File: src/rtl/vend_pkg.sv
// Shared types and constants for the vending order front-end.
package vend_pkg;

   localparam int unsigned MONEY_W       = 4;
   localparam int unsigned CODE_W        = 2;
   localparam int unsigned COUNT_W       = 3;
   localparam int unsigned MONEY_MAX_DEF = 15;

   // State encoding
   localparam logic [2:0] S_IDLE     = 3'd0;
   localparam logic [2:0] S_COLLECT  = 3'd1;
   localparam logic [2:0] S_CHECK    = 3'd2;
   localparam logic [2:0] S_DISPENSE = 3'd3;
   localparam logic [2:0] S_CHANGE   = 3'd4;

   typedef enum logic [2:0] {
      IDLE     = S_IDLE,
      COLLECT  = S_COLLECT,
      CHECK    = S_CHECK,
      DISPENSE = S_DISPENSE,
      CHANGE   = S_CHANGE
   } state_t;

endpackage

File: src/rtl/vend_timeout.sv
// Loadable inactivity down-counter. expired flags the edge at which the
// count reaches zero, so the owner can act on that same edge.
module vend_timeout #(
   parameter int unsigned LOAD = 255,
   parameter int unsigned W    = 8
) (
   input  logic clk,
   input  logic rst_n,
   input  logic reload,
   input  logic enable,
   output logic expired
);

   logic [W-1:0] cnt;

   // Count down while enabled; any reload restarts the interval.
   always_ff @(posedge clk or negedge rst_n) begin
      if (!rst_n) begin
         cnt <= W'(LOAD);
      end else if (reload) begin
         cnt <= W'(LOAD);
      end else if (enable && (cnt != '0)) begin
         cnt <= cnt - W'(1);
      end
   end

   assign expired = enable && !reload && (cnt <= W'(1));

endmodule

File: src/rtl/vend_order_fsm.sv
// Order front-end: collects coins, latches a selection, consults the
// downstream vendingmachine verdict, then dispenses and pays change.
module vend_order_fsm
   import vend_pkg::*;
#(
   parameter int unsigned TIMEOUT   = 255,
   parameter int unsigned MONEY_MAX = MONEY_MAX_DEF
) (
   input  logic               clk,
   input  logic               rst_n,
   input  logic               coin_valid,
   input  logic [MONEY_W-1:0] coin_value,
   input  logic               sel_valid,
   input  logic [CODE_W-1:0]  sel_code,
   input  logic [COUNT_W-1:0] sel_count,
   input  logic               cancel,
   output logic [CODE_W-1:0]  code,
   output logic [COUNT_W-1:0] count,
   output logic [MONEY_W-1:0] money,
   input  logic               posibility,
   input  logic [MONEY_W-1:0] remaining,
   output logic               dispense_valid,
   input  logic               dispense_ack,
   output logic               change_pulse,
   output logic               coin_reject,
   output logic               deny,
   output logic               busy
);

   localparam int unsigned    TO_W    = $clog2(TIMEOUT + 2);
   localparam logic [MONEY_W:0] MAX_SUM = (MONEY_W + 1)'(MONEY_MAX);

   // Change units still owed after the pulse currently on change_pulse.
   function automatic logic [MONEY_W-1:0] dec_floor(input logic [MONEY_W-1:0] v);
      return (v != '0) ? v - MONEY_W'(1) : '0;
   endfunction

   state_t             state;
   logic [MONEY_W-1:0] chg;
   logic [MONEY_W:0]   sum;
   logic               coin_ok;
   logic               sel_ok;
   logic               coin_acc;
   logic               idle_coin;
   logic               tmo_reload;
   logic               tmo_enable;
   logic               tmo_expired;

   assign sum        = {1'b0, money} + {1'b0, coin_value};
   assign coin_ok    = (sum <= MAX_SUM);
   assign sel_ok     = sel_valid && (sel_count != '0);
   assign coin_acc   = (state == COLLECT) && !cancel && coin_valid && coin_ok;
   assign idle_coin  = (state == IDLE) && coin_valid && coin_ok;
   assign tmo_enable = (state == COLLECT);
   assign tmo_reload = idle_coin || coin_acc
                    || ((state == COLLECT) && !cancel && sel_ok)
                    || ((state == CHECK) && !posibility);

   vend_timeout #(
      .LOAD (TIMEOUT),
      .W    (TO_W)
   ) u_timeout (
      .clk     (clk),
      .rst_n   (rst_n),
      .reload  (tmo_reload),
      .enable  (tmo_enable),
      .expired (tmo_expired)
   );

   // Order sequencing with all customer-facing outputs registered.
   always_ff @(posedge clk or negedge rst_n) begin
      if (!rst_n) begin
         state          <= IDLE;
         chg            <= '0;
         code           <= '0;
         count          <= '0;
         money          <= '0;
         dispense_valid <= 1'b0;
         change_pulse   <= 1'b0;
         coin_reject    <= 1'b0;
         deny           <= 1'b0;
         busy           <= 1'b0;
      end else begin
         coin_reject  <= 1'b0;
         deny         <= 1'b0;
         change_pulse <= 1'b0;
         unique case (state)
            IDLE: begin
               if (coin_valid) begin
                  if (coin_ok) begin
                     money <= coin_value;
                     state <= COLLECT;
                     busy  <= 1'b1;
                  end else begin
                     coin_reject <= 1'b1;
                  end
               end
            end
            COLLECT: begin
               if (cancel) begin
                  coin_reject  <= coin_valid;
                  change_pulse <= (money != '0);
                  chg          <= dec_floor(money);
                  money        <= '0;
                  state        <= CHANGE;
               end else begin
                  if (coin_valid && !coin_ok) coin_reject <= 1'b1;
                  if (coin_acc) money <= sum[MONEY_W-1:0];
                  if (sel_ok) begin
                     code  <= sel_code;
                     count <= sel_count;
                     state <= CHECK;
                  end else if (tmo_expired) begin
                     change_pulse <= (money != '0);
                     chg          <= dec_floor(money);
                     money        <= '0;
                     state        <= CHANGE;
                  end
               end
            end
            CHECK: begin
               coin_reject <= coin_valid;
               if (posibility) begin
                  chg            <= remaining;
                  money          <= '0;
                  dispense_valid <= 1'b1;
                  state          <= DISPENSE;
               end else begin
                  deny  <= 1'b1;
                  state <= COLLECT;
               end
            end
            DISPENSE: begin
               coin_reject <= coin_valid;
               if (dispense_ack) begin
                  dispense_valid <= 1'b0;
                  change_pulse   <= (chg != '0);
                  chg            <= dec_floor(chg);
                  state          <= CHANGE;
               end
            end
            CHANGE: begin
               coin_reject <= coin_valid;
               if (chg != '0) begin
                  change_pulse <= 1'b1;
                  chg          <= chg - MONEY_W'(1);
               end else begin
                  state <= IDLE;
                  busy  <= 1'b0;
               end
            end
            default: begin
               state <= IDLE;
               busy  <= 1'b0;
            end
         endcase
      end
   end

endmodule

File: config.mk
export PLATFORM = sky130hd
export DESIGN_NAME = vend_order_fsm
export DESIGN_NICKNAME = d
export VERILOG_FILES = /design/src/rtl/vend_pkg.sv /design/src/rtl/vend_timeout.sv /design/src/rtl/vend_order_fsm.sv
export SDC_FILE = /design/constraint.sdc
export NUM_CORES = 1
export LEC_CHECK = 0
export ABC_AREA = 1
export CAP_MARGIN = 0
export CORE_ASPECT_RATIO = 0.6
export CORE_MARGIN = 3
export CORE_UTILIZATION = 48
export DETAILED_ROUTE_END_ITERATION = 6
export GPL_ROUTABILITY_DRIVEN = 0
export GPL_TIMING_DRIVEN = 0
export PLACE_DENSITY = 0.85
export SYNTH_ARGS = -nofsm -noshare
export SYNTH_HDL_FRONTEND = slang
export SYNTH_SLANG_ARGS = --single-unit
File: constraint.sdc
create_clock -name clk -period 2.1 [get_ports clk]
set_input_delay 0.21 -clock clk [delete_from_list [all_inputs] [get_ports clk]]
set_output_delay 0.21 -clock clk [all_outputs]
set_load 0.1 [all_outputs]
## Word level (Yosys, flattened, before mapping)

Index checks and enable logic that the tools add are counted.

| word-level totals | value |
|---|---|
| register bits after elaboration | 30 |
| logic and storage cells | 116 |

| cells by class | value |
|---|---|
| add/subtract/negate cells | 4 |
| magnitude comparators | 2 |
| eq/ne operators | 13 |
| mux-type cells | 48 |
| bitwise gates (word level) | 2 |
| reduce and logical (&&, ||, !) cells | 36 |

Operator list:

| kind | number |
|---|---|
| two-way mux 4 bit | 15 |
| two-way mux 3 bit | 7 |
| two-way mux 9 bit | 2 |
| two-way mux 1 bit | 16 |
| one-hot mux 4 bit (4 select lines) | 1 |
| one-hot mux 3 bit (5 select lines) | 1 |
| logical AND 1 bit | 12 |
| inequality test 2 bit, second input constant | 6 |
| one-hot mux 4 bit (3 select lines) | 1 |
| nonzero test 4 bit | 3 |
| less-or-equal comparator 9 x 1 -> 1 bit, second input constant | 1 |
| one-hot mux 1 bit (3 select lines) | 3 |
| nonzero test 9 bit | 1 |
| subtractor 9 x 1 -> 9 bit, second input constant | 1 |
| AND reduction 4 bit | 2 |
| subtractor 4 x 1 -> 4 bit, second input constant | 2 |
| equality test 3 x 2 -> 1 bit, second input constant | 2 |
| inequality test 3 bit, second input constant | 2 |
| AND reduction 3 bit | 2 |
| AND reduction 6 bit | 1 |
| nonzero test 3 bit | 2 |
| OR reduction 3 bit | 2 |
| adder 4 x 4 -> 5 bit | 1 |
| less-or-equal comparator 5 x 4 -> 1 bit, second input constant | 1 |
| 11 further kinds | 18 |

## Depth between registers and ports, before layout

Gate-level depths: netlist of run 1.

| depth | value |
|---|---|
| word-level depth | 14 |
| mapped depth | 12 |
| depth with buffers taken out | 12 |

## Modules after synthesis

A second synthesis of run 1 with hierarchy kept.

| unflattened totals | value |
|---|---|
| cells, all modules | 305 |
| area total of the unflattened synthesis | 2,147.1 um2 |

Modules (own cells, without submodules):

| module | instances | cells each | area an instance (um2) |
|---|---|---|---|
| vend_order_fsm | 1 | 220 | 1,519.0 |
| vend_timeout | 1 | 85 | 628.1 |

## Worst setup path before layout of run 1

No wires, ideal clock.

| timing path | value |
|---|---|
| path kind | reg-to-reg |
| from | register money[0] |
| to | register chg[2] |
| setup time | 121 ps |
| arrival time | 2,655 ps |
| data required time | 1,979 ps |
| slack | -677 ps |
| cell stages (with the launch flop) | 13 |
| buffers on the path | 0 |
| clock period less this slack | 2,777 ps |
| cells stage by stage | dfrtp_1 > ha_1 > inv_1 > fa_1 > nand3b_1 > nand2_1 > a21oi_4 > nor2_4 > nand2_4 > nand2_4 > nand2_4 > nand2_1 > o21ai_1 |

| on the way | value |
|---|---|
| cells in the longest elaborated chain, start to end | 11 |

Ends and longest elaborated chain:

| what | line | source |
|---|---|---|
| start: declaration | vend_order_fsm.sv:19 | `output logic [MONEY_W-1:0] money,` |
| start signal: assignment | vend_order_fsm.sv:91 | `money <= coin_value;` |
| start signal: assignment | vend_order_fsm.sv:108 | `if (coin_acc) money <= sum[MONEY_W-1:0];` |
| adder 4 x 4 -> 5 bit | vend_order_fsm.sv:49 | `assign sum = {1'b0, money} + {1'b0, coin_value};` |
| less-or-equal comparator 5 x 4 -> 1 bit | vend_order_fsm.sv:50 | `assign coin_ok = (sum <= MAX_SUM);` |
| logical AND 1 bit, on equally long branches | vend_order_fsm.sv:53, vend_order_fsm.sv:52 |  |
| logical OR 1 bit | vend_order_fsm.sv:55 | `assign tmo_reload = idle_coin \|\| coin_acc` |
| logical OR 1 bit | vend_order_fsm.sv:56 | `\|\| ((state == COLLECT) && !cancel && sel_ok)` |
| logical OR 1 bit | vend_order_fsm.sv:57 | `\|\| ((state == CHECK) && !posibility);` |
| logical NOT 1 bit | vend_timeout.sv:27 | `assign expired = enable && !reload && (cnt <= W'(1));` |
| logical AND 1 bit (2 in series) | vend_timeout.sv:27 |  |
| inequality test 3 bit (no line) | - |  |
| AND reduction 6 bit (no line) | - |  |
| end signal: assignment | vend_order_fsm.sv:103 | `chg <= dec_floor(money);` |
| end signal: assignment | vend_order_fsm.sv:115 | `chg <= dec_floor(money);` |
| end signal: assignment | vend_order_fsm.sv:124 | `chg <= remaining;` |
| end: declaration | vend_order_fsm.sv:39 | `logic [MONEY_W-1:0] chg;` |

Several ways; a longest one is shown, not always the timed one. The select of a mux whose other input is x is not followed.
A chain may end at the register's enable or synchronous reset.

## Worst setup path after layout of run 1

| timing path | value |
|---|---|
| from | register money[0] |
| to | register chg[1] |

Same word-level chain as after synthesis.

==> flow_summary.toml, run 1 <==
[timing]
hold_viol_final = 22
setup_tns_ns = 0
setup_violations = 0
fin_skew_ns = 0.01019
rsz0062_at_grt = "yes"
timing.final.crit_share_pct = 99.54
worstMarginPinSlew_ns = 0.9908
slew_violations = 0
period_needed_ns = 2.090
relSlewSlack_pct = 33.74
setup_slack_ns = 0.009749
fmax_mhz = 478.4
hold_ws_ns = -0.04446

[power]
seqPwrFrac_pct = 23.4
power.density_nw_per_um2 = 1749
switching_share_pct = 55.89
internal_power_mw = 2.018
power.combinational.fraction_pct = 66.0
p_clk_share_pct = 10.5
power_switching_mw = 2.557
leakagePower_nw = 1.274
ir_drop_mv = 0.9378

[finish]
syn_to_final_growth_pct = 27.66
drive_above_1_share_pct = 17.09
final_nets = 344
antenna_cells = 0

[synth]
syn_avg_cell_area_um2 = 7.591
netlist_instances = 270
synthesis.nets = 299
ys_ff_latch = 30
ys.flop_type = "dfrtp_1"
ys_types = 34
async_flop_share_pct = 100.0
syn_area_um2 = 2049
seq_area_frac_synth_pct = 37.12
synth_edf_count = 0
ys_warn_count = 0

[run_status]
violations = "negative hold slack"
status = "finished with violations"

[worst_setup_path]
worstSetupEndpointType = "register"
worstPathArrival_ns = 2.26
path_max_fanout = 8
start_kind = "register"
crit_type = "reg2reg"
required_ns = 2.27

[global_route]
grt_pass1_wl_um = 8211
grt_usage_pct = 20.60
grt_start_max_net_pins = 31
overflow = 0
antenna_found_initial = 0
grt_pass1_vias = 1764

[detailed_routing]
wl_um = 5061
drc = 0
vias = 1952
detail-route-antenna-nets = 0
first_iter_violations = 159
drt-wirelength-per-cell_um = 13.57
via_per_inst = 5.233
firstDrtPassIters = 4

[clock_network]
clock-sinks = 30
clk_pin_slew_ns = 0.07
root_buffer = "clkbuf_8"
cts_tree = "done"
cts.hold.buffers_added = 0
htree_num_levels = 2
clk_latency_ns = 0.29
cts_buffers = 5
cts_buffer_depth = 2

[floorplanning]
start_util_pct = 52.94
core-area_um2 = 3871
die_h_um = 56.62
die_w_um = 90.36
rows = 17
die-area_um2 = 5115
ios = 34

[run]
maxCapViolCount = 0

[place]
hpwl_um = 3924
port_buffers = 33
dp_slack_ns = -0.3995

[hold_path]
hold_class = "in2async"
worst max-delay path, stage by stage (launching register included):
cell      delay [ns]
dfrtp_4         0.44
ha_4            0.15
inv_2           0.04
fa_2            0.34
nand3b_1        0.25
nand2_4         0.17
a21oi_4         0.05
nor2_4          0.13
nand2_4         0.11
nand2_4         0.08
nand2_4         0.08
nand2_1         0.08
o21ai_1         0.06
registers in the layout (all words and copies together), names as in the netlist:
signal	flops
u_timeout.cnt	9
chg	4
money	4
count	3
state	3
code	2
busy	1
change_pulse	1
coin_reject	1
deny	1
dispense_valid	1
final timing paths:
| check | slack, ns | from | endpoint | cells past startpoint |
|---|---|---|---|---|
| worst max-delay path | 0.01 | money[0] | chg[1] | 12 |
| worst min-delay path | -0.04 | rst_n | money[1] | 1 |
| worst max register to register | 0.01 | money[0] | chg[1] | 12 |
| worst min register to register | 0.49 | code[0] | code[0] | 2 |
| max in group asynchronous | 1.65 | rst_n | money[0] | 1 |
| min in group clk | 0.33 | coin_value[0] | money[0] | 3 |
layout make-up:
cell class	count	area (um^2)
fillers	324	1255
multi-input cells	199	1152
flip-flops and latches	30	770.7
repair buffers	38	367.9
inverters	40	151.4
clock buffers	7	86.33
well taps	57	71.32
plain buffers	1	11.26
clock inverters	1	5.005
cell usage in the layout, fill, tap and decap left out, types with 3 or more instances in the layout:
master            n
xor2_1            3
clkdlybuf4s50_1  27
nand2_1          59
a21oi_1          20
inv_2             3
nand2_4           6
nor2_4            3
nor2_1           27
nand3_2           3
nand3_1          19
inv_1            36
o21ai_0          20
dfrtp_1          18
clkbuf_8          6
o21ai_1           6
nor3_1            5
dlymetal6s2s_1    3
dfstp_2           8
buf_4             5
ha_1              7
per-layer routing:
layer,wire length (um),up-vias,track usage (%)
li1,-,973,-
met1,2553,894,31.72
met2,1990,77,26.65
met3,455,8,6.292
met4,61,0,6.754
met5,0,-,0
timing repair:
item / 4_1_cts / 5_1_grt
endpoints found under the setup margin: 18 / 17
gates resized for setup: 3 / 6
pin swaps: 1 / 2
buffers inserted: 2 / 3
power by group through the flow:
stage / combinational [mW] / clock [mW] / sequential (mW)
after floorplan: 1.40 / 0 / 1.89
final: 3.02 / 0.482 / 1.07
after CTS: 2.93 / 0.495 / 1.08
after detailed placement: 2.89 / 0 / 1.08
after global placement: 2.83 / 0 / 1.08
after global routing: 3.27 / 0.515 / 1.10
synthesized netlist by cell type, types with 2 or more instances:
library cell | count | area share, %
o2bb2ai_1 | 2 | 0.85
dfstp_2 | 8 | 10
nand2_1 | 60 | 11
a21oi_1 | 21 | 5.1
nand2_4 | 5 | 2.7
nand3_1 | 19 | 4.6
nor2_2 | 2 | 0.61
xor2_1 | 3 | 1.3
dfrtp_1 | 22 | 27
inv_1 | 37 | 6.8
o21ai_1 | 4 | 0.98
nand3b_1 | 2 | 0.73
nand3_2 | 3 | 1.5
nor2_4 | 3 | 1.6
ha_1 | 8 | 4.9
o21ai_0 | 22 | 5.4
inv_2 | 2 | 0.37
nor3_1 | 5 | 1.2
nor2_1 | 27 | 4.9
through the flow:
stage	cell area (um^2)	cells	power (mW)	utilization [%]
floorplan	2077	270	3.288	-
global placement	2479	360	3.907	64.03
detailed placement	2479	360	3.976	64.03
CTS	2587	370	4.505	66.84
global route	2616	373	4.891	67.58
finish	2616	373	4.575	67.58
cells by family after synthesis:
kind of cell,count (synthesis),share of synthesized area (%)
simple gates,131,31.99
compound gates,55,15.39
fa+ha+maj,9,5.861
buf+inv,41,7.936
xor+xnor,4,1.710
flops,30,37.12
Note: power is estimated with default switching activity, not from simulation.
==> inputs of run 2 (changes only) <==
- CORE_ASPECT_RATIO: 0.6 -> unset
- PLACE_DENSITY: 0.85 -> 0.73
==> run 2 against run 1 <==
Net effect: the run still ends with negative hold slack left; register-to-register slack gained 0.02 ns; maximum frequency grew 1.2%; cell count shrank 1.6%; clock-buffer cell count grew 1; flip-flop and latch count is the same; clock skew shrank 0.0053 ns; core utilization shrank 3.4 points; routed wire length shrank 8.1%; highest routed layer unchanged.
==> flow_summary.toml, run 2 (synthesis results as in run 1) <==
[run_status]
status = "finished with violations"
violations = "negative hold slack"

[clock_network]
cts_buffer_depth = 2
root_buffer = "clkbuf_8"
clock-sinks = 30
clk_latency_ns = 0.28
cts_tree = "done"
cts_buffers = 5
clk_pin_slew_ns = 0.06
htree_num_levels = 2

[worst_setup_path]
required_ns = 2.26
crit_family = "simple AND/OR/NAND/NOR gates"
worstReg2RegEnd = "chg[0]"
path_max_fanout = 8
ff2ff_path_depth = 12
cpMaxStageDelayCell = "dfrtp_4"
r2r_setup_slack_ns = 0.03
cpMostUsedCell = "nand2_4"
crit_type = "reg2reg"
start_kind = "register"
worstSetupEndpointType = "register"
crit_buf_inv = 1
reg2reg_from = "money[0]"
path_cells = "ha_4, inv_2, fa_2, nand3b_1, nand2_2, a21oi_4, nor2_4, nand2_4, nand2_4, nand2_4, nand2_2, o21ai_1"
max_stage_delay_ns = 0.46
worstPathArrival_ns = 2.23

[power]
power_mw = 4.481
seqPwrFrac_pct = 24.0
power.combinational.fraction_pct = 66.2
ir_drop_mv = 0.8978
switching_share_pct = 55.23
power.density_nw_per_um2 = 1720
internal_power_mw = 2.006
power_switching_mw = 2.475
leakagePower_nw = 1.276
p_clk_share_pct = 9.8

[global_route]
antenna_found_initial = 0
grt_pass1_wl_um = 7852
grt_usage_pct = 18.99
grt_start_max_net_pins = 31
grt_pass1_vias = 1829
overflow = 0

[detailed_routing]
first_iter_violations = 99
detail-route-antenna-nets = 0
drc = 0
drt-wirelength-per-cell_um = 12.67
wl_um = 4651
firstDrtPassIters = 4
vias = 1878
via_per_inst = 5.117

[floorplanning]
die-area_um2 = 5090
core-area_um2 = 4058
ios = 34
rows = 23
start_util_pct = 50.51
die_h_um = 71.35
die_w_um = 71.35

[finish]
finish.utilization_pct = 64.20
antenna_cells = 0
drive_above_1_share_pct = 17.03
largest_registers = "u_timeout.cnt (9), chg (4), money (4)"
largest_reg_flops = 9
fin_cells = 367
syn_to_final_growth_pct = 27.11
stdcell_area_um2 = 2605
regMostFlops = "u_timeout.cnt"
final_common_cell = "nand2_1"
most-common-layout-cells = "nand2_1 (58), inv_1 (36), nor2_1 (27), clkdlybuf4s50_1 (27)"
final_nets = 345

[timing]
fin_skew_ns = 0.004844
slew_violations = 0
setup_slack_ns = 0.03389
setup_tns_ns = 0
setup_violations = 0
worstMarginPinSlew_ns = 0.9814
period_needed_ns = 2.066
hold_viol_final = 22
timing.final.crit_share_pct = 98.39
hold_ws_ns = -0.03869
fmax_mhz = 484.0
rsz0062_at_grt = "yes"
relSlewSlack_pct = 34.37

[hold_path]
hold_class = "in2async"

[place]
dp_slack_ns = -0.3897
hpwl_um = 3600
port_buffers = 33
place_inst = 353
place_area_um2 = 2470

[run]
maxCapViolCount = 0
run 2: cell count changes in the layout (fill, tap and decap cells not counted):
cell	change
nand2_4	-1
nand2_1	-1
dlygate4sd2_1	-1
buf_4	+1
clkbuf_8	-1
dlymetal6s2s_1	+1
clkinv_2	-1
clkbuf_1	+2
nand2_2	+2
run 2: how the worst max path moves through the flow:
stage	start	end	slack (ns)	depth (start not counted)
finish	money[0]	chg[0]	0.03	12
global route	money[0]	chg[3]	-0.06	12
CTS	money[2]	money[2]	0.02	1
detailed placement	coin_value[0]	chg[0]	-0.39	13
global placement	coin_value[0]	chg[3]	-0.38	13
floorplan	money[0]	chg[2]	-0.1	12
run 2: per-layer routing:
metal | part of all wire (%) | global-route usage [%] | vias up
met2 | 51 | 32.76 | 36
met3 | 3.8 | 4.208 | 6
met4 | 1.0 | 4.384 | 0
li1 | - | - | 972
met5 | 0 | 0 | -
met1 | 45 | 24.29 | 864
run 2: final cells by class:
| cell class | instances | area (um^2) |
|---|---|---|
| fillers | 364 | 1453 |
| flip-flops and latches | 30 | 770.7 |
| multi-input cells | 199 | 1150 |
| clock buffers | 8 | 80.08 |
| inverters | 40 | 151.4 |
| plain buffers | 1 | 11.26 |
| repair buffers | 39 | 379.1 |
| well taps | 50 | 62.56 |
run 2: worst reg2reg max path, delay by kind of cell, from the launching register on:
family	cells	cell delay, ns
and+or+nand+nor	7	0.88
adders and majority gates	2	0.48
DFF	1	0.46
AOI/OAI and AO/OA	2	0.11
buffers and inverters	1	0.03
run 2: power groups by stage:
stage	logic [mW]	registers (mW)	clock network, mW
3_3_place_gp	2.81	1.08	0
6_report	2.97	1.08	0.437
2_1_floorplan	1.40	1.89	0
4_1_cts	2.92	1.08	0.448
3_5_place_dp	2.86	1.08	0
5_1_grt	3.23	1.11	0.477
run 2: timing repair:
action	4_1_cts	5_1_grt
buffers inserted	4	2
resized for setup	1	8
setup endpoints to repair	12	15
pin swaps	2	2
hold buffers	0	0
==> inputs of run 3 (changes only) <==
- HOLD_SLACK_MARGIN: unset -> 0.03
- RECOVER_POWER: unset -> 50
==> run 3 against run 2 <==
Net effect: largest power group unchanged; critical path type unchanged; the flow now finishes without violations; flip-flop and latch count unchanged; maximum frequency fell by 0.20%; sequential power barely moved; core utilization grew 0.19 points.
==> flow_summary.toml, run 3 (synthesis results as in run 1) <==
[run_status]
status = "finished clean"

[detailed_routing]
wl_met3_um = 170
wl_um = 4628
firstDrtPassIters = 4
via_per_inst = 5.103
routed.top_layer = "met4"
drc = 0
drt-wirelength-per-cell_um = 12.58
wl_met2_um = 2361
met1_length_um = 2049
first_iter_violations = 108
vias = 1878
detail-route-antenna-nets = 0

[finish]
multiInputGateArea_um2 = 1147
final_nets = 346
most-common-layout-cells = "nand2_1 (58), inv_1 (37), nor2_1 (28)"
fillers = 360
drive_above_1_share_pct = 16.35
largest_registers = "u_timeout.cnt (9), chg (4), money (4)"
syn_to_final_growth_pct = 27.47
final_common_cell = "nand2_1"
finish.utilization_pct = 64.38
antenna_cells = 0
regMostFlops = "u_timeout.cnt"
largest_reg_flops = 9
seq_area_um2 = 770.7

[power]
power.density_nw_per_um2 = 1713
ir_drop_mv = 0.8910
leakagePower_nw = 1.282

[clock_network]
clock-sinks = 30
clk_pin_slew_ns = 0.06
cts_buffers = 5
root_buffer = "clkbuf_8"
htree_num_levels = 2
cts_tree = "done"
cts_buffer_depth = 2
clk_latency_ns = 0.27

[floorplanning]
die_h_um = 71.35
die_w_um = 71.35
rows = 23
start_util_pct = 50.51
ios = 34
die-area_um2 = 5090
core-area_um2 = 4058

[worst_setup_path]
path_cells = "ha_4, inv_2, fa_2, nand3b_1, nand2_2, a21oi_4, nor2_4, nand2_4, nand2_4, nand2_4, nand2_2, o21ai_1"
worstPathArrival_ns = 2.23
required_ns = 2.26
crit_type = "reg2reg"
path_max_fanout = 8
cpMostUsedCell = "nand2_4"
worstSetupEndpointType = "register"
cpMaxStageDelayCell = "dfrtp_4"
start_kind = "register"
max_stage_delay_ns = 0.46

[timing]
hold_viol_final = 0
setup_slack_ns = 0.02971
worstMarginPinSlew_ns = 0.9839
slew_violations = 0
period_needed_ns = 2.070
rsz0062_at_grt = "yes"
setup_tns_ns = 0
relSlewSlack_pct = 34.20
fmax_mhz = 483.0
fin_skew_ns = 0.004084
setup_violations = 0
timing.final.crit_share_pct = 98.59

[hold_path]
hold_class = "in2reg"

[global_route]
antenna_found_initial = 0
grt_pass1_wl_um = 7852
grt_start_max_net_pins = 31
grt_usage_pct = 18.99
grt_pass1_vias = 1829
overflow = 0

[run]
maxCapViolCount = 0

[place]
port_buffers = 33
dp_slack_ns = -0.3897
hpwl_um = 3600
run 3: worst max-delay path, delay by kind of cell (launching register included):
family	cells	cell delay (ns)
compound gates	2	0.11
buf+inv	1	0.03
flops	1	0.46
fa+ha+maj	2	0.48
simple gates	7	0.87
run 3: layout make-up:
type,count,area share [%]
clock buffer,8,3.065
inverter,40,5.795
timing repair buffer,40,14.89
sequential,30,29.50
multi-input combinational,199,43.92
buffer,1,0.4310
tap,50,2.395
run 3: where the power goes:
group / total, mW / internal (mW) / switching (mW)
clock network: 0.437 / 0.235 / 0.202
logic: 2.96 / 0.911 / 2.05
registers: 1.07 / 0.858 / 0.216
run 3: what timing repair did:
item | in CTS | in global routing
hold endpoints to repair | 0 | 22
endpoints found under the setup margin | 12 | 15
buffers inserted | 4 | 2
gates resized for setup | 1 | 8
pin swaps | 2 | 2
hold buffers | 0 | 1
run 3: path summary, 6_finish.rpt:
path                            depth (start not counted)  endpoint  slack, ns     startpoint
max in group asynchronous                               2  money[0]       1.14          rst_n
worst max register to register                         12    chg[0]       0.03       money[0]
worst min-delay path                                    3  money[0]       0.33  coin_value[0]
worst max-delay path                                   12    chg[0]       0.03       money[0]
min in group asynchronous                               2  money[1]       0.49          rst_n
worst min register to register                          2  count[2]       0.49       count[2]
run 3: routing by layer:
layer | vias up | track usage [%]
met4 | 0 | 4.384
met3 | 6 | 4.208
met2 | 38 | 32.76
met5 | - | 0
met1 | 862 | 24.29
li1 | 972 | -
run 3: metrics by stage:
stage / cells / total power [mW] / area (um^2) / hold WS (ns)
after floorplan: 270 / 3.288 / 2077 / -0.08559
final: 368 / 4.475 / 2613 / 0.3326
after global placement: 353 / 3.894 / 2470 / 0.4646
after detailed placement: 353 / 3.939 / 2470 / 0.4709
after CTS: 365 / 4.445 / 2579 / 0.4724
after global routing: 368 / 4.819 / 2613 / 0.3529
